===== config.mk =====
export PLATFORM = sky130hd
export DESIGN_NAME = axis_usr_tagger
export DESIGN_NICKNAME = d
export VERILOG_FILES = /design/src/rtl/axis_usr_pkg.sv /design/src/rtl/axis_usr_skid.sv /design/src/rtl/axis_usr_tagger.sv
export SDC_FILE = /design/constraint.sdc
export NUM_CORES = 1
export LEC_CHECK = 0
export CAP_MARGIN = 30
export CORE_MARGIN = 4
export CORE_UTILIZATION = 30
export DETAILED_ROUTE_END_ITERATION = 16
export GPL_TIMING_DRIVEN = 0
export PLACE_DENSITY = 0.57
export SLEW_MARGIN = 10
export SYNTH_ARGS = -nofsm -noshare
export SYNTH_HDL_FRONTEND = slang
export SYNTH_HIERARCHICAL = 1
export SYNTH_SLANG_ARGS = --single-unit

===== constraint.sdc =====
create_clock -name aclk -period 4.35 [get_ports aclk]
set_clock_uncertainty 0.1 [all_clocks]
set_input_delay 0.87 -clock aclk [delete_from_list [all_inputs] [get_ports aclk]]
set_output_delay 0.87 -clock aclk [all_outputs]
set_load 0.01 [all_outputs]

===== src/rtl/axis_usr_pkg.sv =====
// rtl/axis_usr_pkg.sv - tuser field layout shared by the tagger and its bench
package axis_usr_pkg;

  localparam int TAG_LSB   = 0;
  localparam int TAG_W     = 16;
  localparam int SOF_BIT   = 16;
  localparam int STALL_LSB = 17;
  localparam int STALL_W   = 15;

endpackage


===== src/rtl/axis_usr_skid.sv =====
// rtl/axis_usr_skid.sv - two-entry skid buffer (main + skid) with registered upstream ready
module axis_usr_skid #(
  parameter int PAYLOAD_W = 64
) (
  input  logic                 aclk,
  input  logic                 aresetn,
  input  logic                 i_enable,
  input  logic [PAYLOAD_W-1:0] i_s_tdata,
  input  logic                 i_s_tvalid,
  output logic                 o_s_tready,
  output logic [PAYLOAD_W-1:0] o_m_tdata,
  output logic                 o_m_tvalid,
  input  logic                 i_m_tready
);

  logic [PAYLOAD_W-1:0] r_m_data;
  logic                 r_m_valid;
  logic [PAYLOAD_W-1:0] r_skid_data;
  logic                 r_skid_valid;
  logic                 r_s_ready;

  logic w_accept;
  logic w_main_free;
  logic w_skid_next;

  assign w_accept    = i_s_tvalid && r_s_ready;
  assign w_main_free = !r_m_valid || i_m_tready;
  // Ready is computed from the next-cycle skid occupancy so it can be registered.
  assign w_skid_next = w_main_free ? 1'b0 : (r_skid_valid || w_accept);

  always_ff @(posedge aclk or negedge aresetn) begin
    if (!aresetn) begin
      r_m_data     <= '0;
      r_m_valid    <= 1'b0;
      r_skid_data  <= '0;
      r_skid_valid <= 1'b0;
      r_s_ready    <= 1'b0;
    end else begin
      if (w_main_free) begin
        if (r_skid_valid) begin
          r_m_data     <= r_skid_data;
          r_m_valid    <= 1'b1;
          r_skid_valid <= 1'b0;
        end else if (w_accept) begin
          r_m_data  <= i_s_tdata;
          r_m_valid <= 1'b1;
        end else begin
          r_m_valid <= 1'b0;
        end
      end else if (w_accept) begin
        r_skid_data  <= i_s_tdata;
        r_skid_valid <= 1'b1;
      end
      r_s_ready <= i_enable && !w_skid_next;
    end
  end

  assign o_s_tready = r_s_ready;
  assign o_m_tdata  = r_m_data;
  assign o_m_tvalid = r_m_valid;

endmodule


===== src/rtl/axis_usr_tagger.sv =====
// rtl/axis_usr_tagger.sv - AXIS pass-through that tags each beat with sample count and frame start
// Optional stall-cycle field in tuser[31:17] enabled by AXIS_USR_TAGGER_STALL_CNT_EN.
module axis_usr_tagger
  import axis_usr_pkg::*;
#(
  parameter int AXIS_TDATA_WIDTH = 32,
  parameter int AXIS_TUSER_WIDTH = 32
) (
  input  logic                        aclk,
  input  logic                        aresetn,
  input  logic                        cfg_enable,
  input  logic [15:0]                 cfg_frame_len,
  output logic                        s_axis_tready,
  input  logic [AXIS_TDATA_WIDTH-1:0] s_axis_tdata,
  input  logic                        s_axis_tvalid,
  input  logic                        m_axis_tready,
  output logic [AXIS_TDATA_WIDTH-1:0] m_axis_tdata,
  output logic                        m_axis_tvalid,
  output logic [AXIS_TUSER_WIDTH-1:0] m_axis_tuser
);

  localparam int PAYLOAD_W = AXIS_TDATA_WIDTH + AXIS_TUSER_WIDTH;

  logic [TAG_W-1:0] r_sample_cnt;
  logic [15:0]      r_pos;
  logic [15:0]      r_len;

  logic                        w_s_tready;
  logic                        w_accept;
  logic                        w_sof;
  logic [15:0]                 w_len;
  logic [16:0]                 w_pos_inc;
  logic [15:0]                 w_pos_next;
  logic [AXIS_TUSER_WIDTH-1:0] w_tuser;
  logic [PAYLOAD_W-1:0]        w_m_payload;

  assign w_accept = s_axis_tvalid && w_s_tready;
  assign w_sof    = (r_pos == 16'd0);

  // The frame length in force for the first beat is the one being latched with it.
  assign w_len      = w_sof ? cfg_frame_len : r_len;
  assign w_pos_inc  = {1'b0, r_pos} + 17'd1;
  assign w_pos_next = (w_pos_inc >= {1'b0, w_len}) ? 16'd0 : w_pos_inc[15:0];

  always_ff @(posedge aclk or negedge aresetn) begin
    if (!aresetn) begin
      r_sample_cnt <= '0;
      r_pos        <= '0;
      r_len        <= '0;
    end else if (!cfg_enable) begin
      r_sample_cnt <= '0;
      r_pos        <= '0;
    end else if (w_accept) begin
      r_sample_cnt <= r_sample_cnt + 1'b1;
      r_pos        <= w_pos_next;
      if (w_sof) begin
        r_len <= cfg_frame_len;
      end
    end
  end

`ifdef AXIS_USR_TAGGER_STALL_CNT_EN
  logic [STALL_W-1:0] r_stall_cnt;

  always_ff @(posedge aclk or negedge aresetn) begin
    if (!aresetn) begin
      r_stall_cnt <= '0;
    end else if (w_accept) begin
      r_stall_cnt <= '0;
    end else if (s_axis_tvalid && !w_s_tready && !(&r_stall_cnt)) begin
      r_stall_cnt <= r_stall_cnt + 1'b1;
    end
  end
`endif

  always_comb begin
    w_tuser = '0;
    w_tuser[TAG_LSB +: TAG_W] = r_sample_cnt;
    w_tuser[SOF_BIT]          = w_sof;
`ifdef AXIS_USR_TAGGER_STALL_CNT_EN
    for (int i = 0; i < STALL_W; i++) begin
      if (STALL_LSB + i < AXIS_TUSER_WIDTH) begin
        w_tuser[STALL_LSB + i] = r_stall_cnt[i];
      end
    end
`endif
  end

  axis_usr_skid #(
    .PAYLOAD_W (PAYLOAD_W)
  ) u_skid (
    .aclk       (aclk),
    .aresetn    (aresetn),
    .i_enable   (cfg_enable),
    .i_s_tdata  ({w_tuser, s_axis_tdata}),
    .i_s_tvalid (s_axis_tvalid),
    .o_s_tready (w_s_tready),
    .o_m_tdata  (w_m_payload),
    .o_m_tvalid (m_axis_tvalid),
    .i_m_tready (m_axis_tready)
  );

  assign s_axis_tready = w_s_tready;
  assign m_axis_tdata  = w_m_payload[AXIS_TDATA_WIDTH-1:0];
  assign m_axis_tuser  = w_m_payload[PAYLOAD_W-1:AXIS_TDATA_WIDTH];

endmodule

==> results of run 1 <==
==> sequential cells by signal, indices dropped and copies added (netlist names) <==
signal / count
r_pos: 16
u_skid/o_s_tready: 1
u_skid/o_m_tvalid: 1
r_sample_cnt: 16
u_skid/r_skid_data: 64
r_len: 16
u_skid/o_m_tdata: 64
u_skid/r_skid_valid: 1
==> synth_stat cells, types with 10 or more instances <==
library cell	count	area [um^2]
mux2_4	120	1800
buf_2	13	65.1
and2_1	15	93.8
mux2_1	10	113
buf_6	14	158
nand2_1	35	131
mux2i_1	16	160
xnor2_1	14	123
nand4_1	11	68.8
ha_1	19	238
mux2_2	78	878
dfrtp_1	179	4480
==> worst min path at each step <==
| stage | start | endpoint |
|---|---|---|
| 2_1_floorplan | r_len[10]$_DFFE_PN0P_ | r_len[10]$_DFFE_PN0P_ |
| 3_3_place_gp | r_len[12]$_DFFE_PN0P_ | r_len[12]$_DFFE_PN0P_ |
| 3_5_place_dp | r_len[14]$_DFFE_PN0P_ | r_len[14]$_DFFE_PN0P_ |
| 4_1_cts | aresetn | u_skid/o_m_tdata[61]$_DFFE_PN0P_ |
| 5_1_grt | aresetn | u_skid/o_m_tdata[61]$_DFFE_PN0P_ |
| 6_report | aresetn | u_skid/o_m_tdata[61]$_DFFE_PN0P_ |
==> cell families after synthesis <==
logic type | synth area share
AOI/OAI and AO/OA | 0.0387
xor gates and xnor gates | 0.0218
adders and majority gates | 0.0258
buffers and inverters | 0.0319
DFF | 0.486
muxes | 0.320
other | 0.000407
and+or+nand+nor | 0.0753
==> layer usage <==
layer	track usage	wire, um	up-vias
li1	-	-	2673
met1	0.174	10100	2737
met2	0.179	8590	118
met3	0.0319	1030	15
met4	0.0286	184	2
met5	0	13	-
==> critical path, cell delays in order (launching register included) <==
cell	delay (ns)
dfrtp_1	0.45
inv_1	0.07
ha_1	0.19
nor4b_1	0.14
nand4_1	0.08
buf_4	0.22
buf_2	0.35
mux2i_1	0.32
ha_1	0.29
a21oi_1	0.14
o21ai_0	0.10
a32oi_2	0.49
buf_2	0.32
nand4b_1	0.12
mux2i_1	0.15
==> through the flow <==
step	setup TNS, ns	setup slack, ns	std cells
after floorplan	0	1.24	681
after global placement	-1027.47	-5.76	1189
after detailed placement	0	0.680	1190
after CTS	0	0.644	1222
after global routing	0	0.468	1222
final	0	0.724	1223
==> where the power goes <==
| group | switching [mW] | internal, mW |
|---|---|---|
| clock network | 0.785 | 0.840 |
| registers | 0.176 | 1.98 |
| logic | 0.380 | 0.732 |
==> cell usage in the layout, fill, tap and decap left out, types with 10 or more instances in the layout <==
| cell type | instances |
|---|---|
| and2_1 | 15 |
| buf_2 | 13 |
| buf_6 | 14 |
| clkbuf_16 | 17 |
| clkdlybuf4s50_1 | 117 |
| conb_1 | 30 |
| dfrtp_1 | 179 |
| ha_1 | 19 |
| mux2_1 | 10 |
| mux2_2 | 78 |
| mux2_4 | 120 |
| mux2i_1 | 16 |
| nand2_1 | 35 |
| nand4_1 | 11 |
| xnor2_1 | 14 |
==> area by class of cell <==
type / instances / share of cell area
Inverter: 9 / 0.00290
Timing Repair Buffer: 119 / 0.104
Buffer: 34 / 0.0223
Multi-Input combinational cell: 459 / 0.391
Antenna cell: 1 / 0.000215
Clock buffer: 17 / 0.0365
Sequential cell: 179 / 0.384
Clock inverter: 15 / 0.0174
Tap cell: 390 / 0.0418
==> summary.txt, run 1 <==
Outcome
  – Run status: finished, final reports clean

Clocking
  – Cts hold-fix bufs: 0
  – Post-cts gate resize count: 0
  – CTS tree: done
  – Clk_lat worst skew: 0.44 ns
  – CTS Buffer Depth: 2
  – Setup bufs post-CTS: 0
  – CTS sink count: ~180
  – CTS Buf Count: 17
  – H-tree depth: 4
  – Root Driver: clkbuf_16
  – Clock transition at the registers of the reported paths: 0.09 ns

Floorplan
  – Die ar.: 0.0336 mm^2
  – Core footprint: 0.0300 mm^2
  – Die width: between 150 and 200 um
  – Die H: 183 um
  – I/O Pins: 119
  – Starting Density: 0.308
  – Site Rows: 63

Yosys
  – Post-synth EDFFs: 0
  – Mapped Cells: 652
  – Yosys cell types: 55
  – Synthesized area: 0.00922 mm^2
  – Most common flop cell mapped by yosys: dfrtp_1
  – Synth warn: 6
  – Avg Inst Size Synth: 14.1 um^2
  – Post-synth ARST share: 1.00
  – Register bit total from synthesis: 179
  – Register area share after synthesis: 0.486

Placed design
  – # port buffers: between 100 and 150
  – Post-DP Area: 0.0110 mm^2
  – GPL Wtd Cong: 0.800
  – Detail Placement HPWL: 13.8 mm

Critical path
  – CP endpoint kind: flop
  – Kind of critical path: flop to flop
  – Critical R2R Launch: r_pos[0]$_DFFE_PN0P_
  – Worst r2r path cells: 14
  – CP startpoint: r_pos[0]$_DFFE_PN0P_
  – R2r setup slk: 0.72 ns
  – Worst-path fanout max: 10
  – RR Endpoint: r_pos[11]$_DFFE_PN0P_
  – Worst path arrival time: around 3.9 ns
  – Worst EP required: 4.60 ns
  – Critical Path End: r_pos[11]$_DFFE_PN0P_
  – Crit start category: flop

GRT
  – Congestion Overflow GR: 0
  – First-pass GRT wire length: 32.4 mm
  – Initial antenna violation count: 1
  – Total track usage: 0.120
  – Number of global-route vias before repair: 5,790
  – Largest net degree at the start of global routing: 91

Routing
  – Routed Antenna Nets: 0
  – Routed WL: 19.9 mm
  – Routed length per instance: 16.3 um
  – 1st-iter DRT viols: 224
  – # DRC: 0
  – First-pass iteration count of the detailed router: 6
  – Via count: 5,545
  – Vias per cell: 4.53

STA
  – Fin. max-slew vios: 0
  – F_max: approximately 280 MHz
  – Slew @ Worst Pin: 0.714 ns
  – Fin crit share: 0.834
  – Max_slew headroom: 0.524
  – Setup repair after global routing missed its margin: false
  – Worst hold slack: roughly 0.31 ns
  – Min Tclk post-route: between 3 and 4 ns
  – Final setup vio count: 0
  – Final Hold Fails: 0

Power and ir drop
  – PD cells: 419 mW/mm^2
  – VDD IR max: 233 uV
  – Pleak: 5.33 nW
  – Pwr Total: ~4.9 mW

Finish
  – Fillers: 2,868
  – Share of layout cells above drive strength 1: 0.329
  – Sequential cell area: 0.00448 mm^2
  – Post-Layout Inst Area: 0.0117 mm^2
  – Area of the multi-input gates: 0.00456 mm^2
  – Area grow syn2layout: 26.5%
  – Core Util, Final: 0.389
  – Final nets: ~890

Min path
  – Hold WC Path Type: input pin to asynchronous set/reset pin

Job
  – Max cap viols: 0
Power figures use the tool's default switching activity.
==> run 2: changes to the inputs <==
==> constraint.sdc (replaced) <==
create_clock -name aclk -period 3.55 [get_ports aclk]
set_clock_uncertainty 0.1 [all_clocks]
set_input_delay 0.71 -clock aclk [delete_from_list [all_inputs] [get_ports aclk]]
set_output_delay 0.71 -clock aclk [all_outputs]
set_load 0.01 [all_outputs]
==> run 2 against run 1 <==
Register-to-register slack lost 0.52 ns. Final cell count up 0.16%. Fmax grew 8.5%. Hold slack lost 0.16 ns. Setup slack got worse by 0.52 ns. Final area up 0.18%. Total power rose by 23%. Clock power is 22% higher. Die area unchanged. Clock-buffer cell count unchanged. Critical path type unchanged. Critical endpoint is now r_pos[6]$_DFFE_PN0P_. Largest cell class unchanged.
==> summary.txt, run 2 (synthesis results as in run 1) <==
Floorplan
  – Die width: 183 um
  – Die ar.: about 0.034 mm^2
  – I/O Pins: about 120
  – Core footprint: around 0.030 mm^2
  – Die H: around 180 um
  – Starting Density: 0.308
  – Site Rows: 63

Clocking
  – CTS sink count: 179
  – H-tree depth: 4
  – CTS Buf Count: 17
  – Clock transition at the registers of the reported paths: 0.09 ns
  – Root Driver: clkbuf_16
  – CTS tree: done
  – Cts hold-fix bufs: 0
  – CTS Buffer Depth: 2
  – Clk_lat worst skew: roughly 0.44 ns

GRT
  – Largest net degree at the start of global routing: 91
  – Initial antenna violation count: 1
  – Number of global-route vias before repair: between 5,000 and 6,000
  – Total track usage: 0.120
  – First-pass GRT wire length: about 32 mm
  – Congestion Overflow GR: 0

Critical path
  – CP endpoint kind: flop
  – Crit start category: flop
  – Worst path arrival time: 3.58 ns
  – Worst-path fanout max: 18
  – Worst EP required: 3.79 ns
  – Kind of critical path: flop to flop

Routing
  – Via count: 5,546
  – # DRC: 0
  – First-pass iteration count of the detailed router: 6
  – Routed length per instance: about 16 um
  – Routed WL: between 15 and 20 mm
  – Vias per cell: roughly 4.5
  – Routed Antenna Nets: 0
  – 1st-iter DRT viols: ~230

Power and ir drop
  – Pleak: 5.33 nW
  – VDD IR max: roughly 280 uV
  – PD cells: between 500 and 600 mW/mm^2

Finish
  – Core Util, Final: 0.390
  – Share of layout cells above drive strength 1: 0.333
  – Final nets: slightly below 900
  – Most common cell after layout, fill and taps aside: dfrtp_1
  – Post-Layout Inst Area: around 0.012 mm^2
  – Area grow syn2layout: 26.7%
  – Commonest cells after routing, fill and taps aside: 179 x dfrtp_1, 120 x mux2_4, 117 x clkdlybuf4s50_1, 78 x mux2_2, 35 x nand2_1

Placed design
  – Detail Placement HPWL: 13.8 mm
  – # port buffers: around 120
  – GPL Wtd Cong: 0.800
  – Post-DP Area: 0.0110 mm^2

STA
  – Final setup vio count: 0
  – Worst hold slack: 0.149 ns
  – Min Tclk post-route: 3.34 ns
  – F_max: 299 MHz
  – Max_slew headroom: 0.524
  – Slew @ Worst Pin: 0.715 ns
  – Setup repair after global routing missed its margin: false
  – Fin crit share: 0.942
  – Fin. max-slew vios: 0
  – Final Hold Fails: 0

Outcome
  – Run status: finished, final reports clean

Min path
  – Hold WC Path Type: input pin to asynchronous set/reset pin

Job
  – Max cap viols: 0
## run 2: power breakdown
part | total (mW) | switching (mW) | internal [mW]
combinational | 1.36 | 0.466 | 0.897
clock | 1.99 | 0.962 | 1.03
sequential | 2.64 | 0.214 | 2.42
## run 2: timing repair
action                                 4_1_cts  5_1_grt
pin swaps                                    1        0
resized for setup                            1        1
buffers inserted                             2        0
endpoints found under the hold margin        0        0
setup endpoints to repair                   15        6
cloned                                       0        0
## run 2: layout make-up
| type | instances | area [um^2] |
|---|---|---|
| repair buffers | 121 | 1230 |
| well taps | 390 | 488 |
| flip-flops and latches | 179 | 4480 |
| multi-input cells | 459 | 4560 |
| plain buffers | 33 | 255 |
| fillers | 2868 | 18300 |
| clock buffers | 17 | 425 |
| clock inverters | 15 | 203 |
| diodes | 2 | 5.00 |
| inverters | 9 | 33.8 |
## run 2: path summary, 6_finish.rpt
check	start	endpoint	slack, ns	cells past startpoint
max in group asynchronous	aresetn	r_len[1]$_DFFE_PN0P_	2.29	2
setup / recovery	r_pos[0]$_DFFE_PN0P_	r_pos[6]$_DFFE_PN0P_	0.21	14
hold / removal	aresetn	u_skid/o_m_tdata[61]$_DFFE_PN0P_	0.15	1
min in group aclk	r_len[13]$_DFFE_PN0P_	r_len[13]$_DFFE_PN0P_	0.39	1
hold reg to reg	r_len[13]$_DFFE_PN0P_	r_len[13]$_DFFE_PN0P_	0.39	1
setup reg to reg	r_pos[0]$_DFFE_PN0P_	r_pos[6]$_DFFE_PN0P_	0.21	14
## run 2: per-layer routing
layer,GRT usage,part of all wire,up-vias
li1,-,-,2675
met1,0.174,0.51,2740
met2,0.178,0.43,114
met3,0.0319,0.051,15
met4,0.0286,0.0094,2
met5,0,0.00065,-
## run 2: critical path, cell delays in order (launching register included)
cell and delay [ns]:
dfrtp_1 0.45, inv_1 0.07, ha_1 0.19, nor4b_2 0.15, nand4_1 0.08, buf_4 0.34
inv_1 0.13, nand2_1 0.09, nand2_1 0.09, ha_1 0.28, o311ai_0 0.38, a2111o_1 0.23
buf_2 0.23, nand3_2 0.21, o211ai_1 0.21
## run 2: metrics by stage
stage           TNS, ns  setup slack (ns)  power [mW]  instances
2_1_floorplan         0             0.436        3.44        681
6_report              0             0.208        5.99       1225
3_3_place_gp   -1143.83             -6.40        4.03       1189
3_5_place_dp     -0.839            -0.120        4.06       1190
4_1_cts               0             0.137        6.10       1223
5_1_grt               0          0.000483        6.30       1223
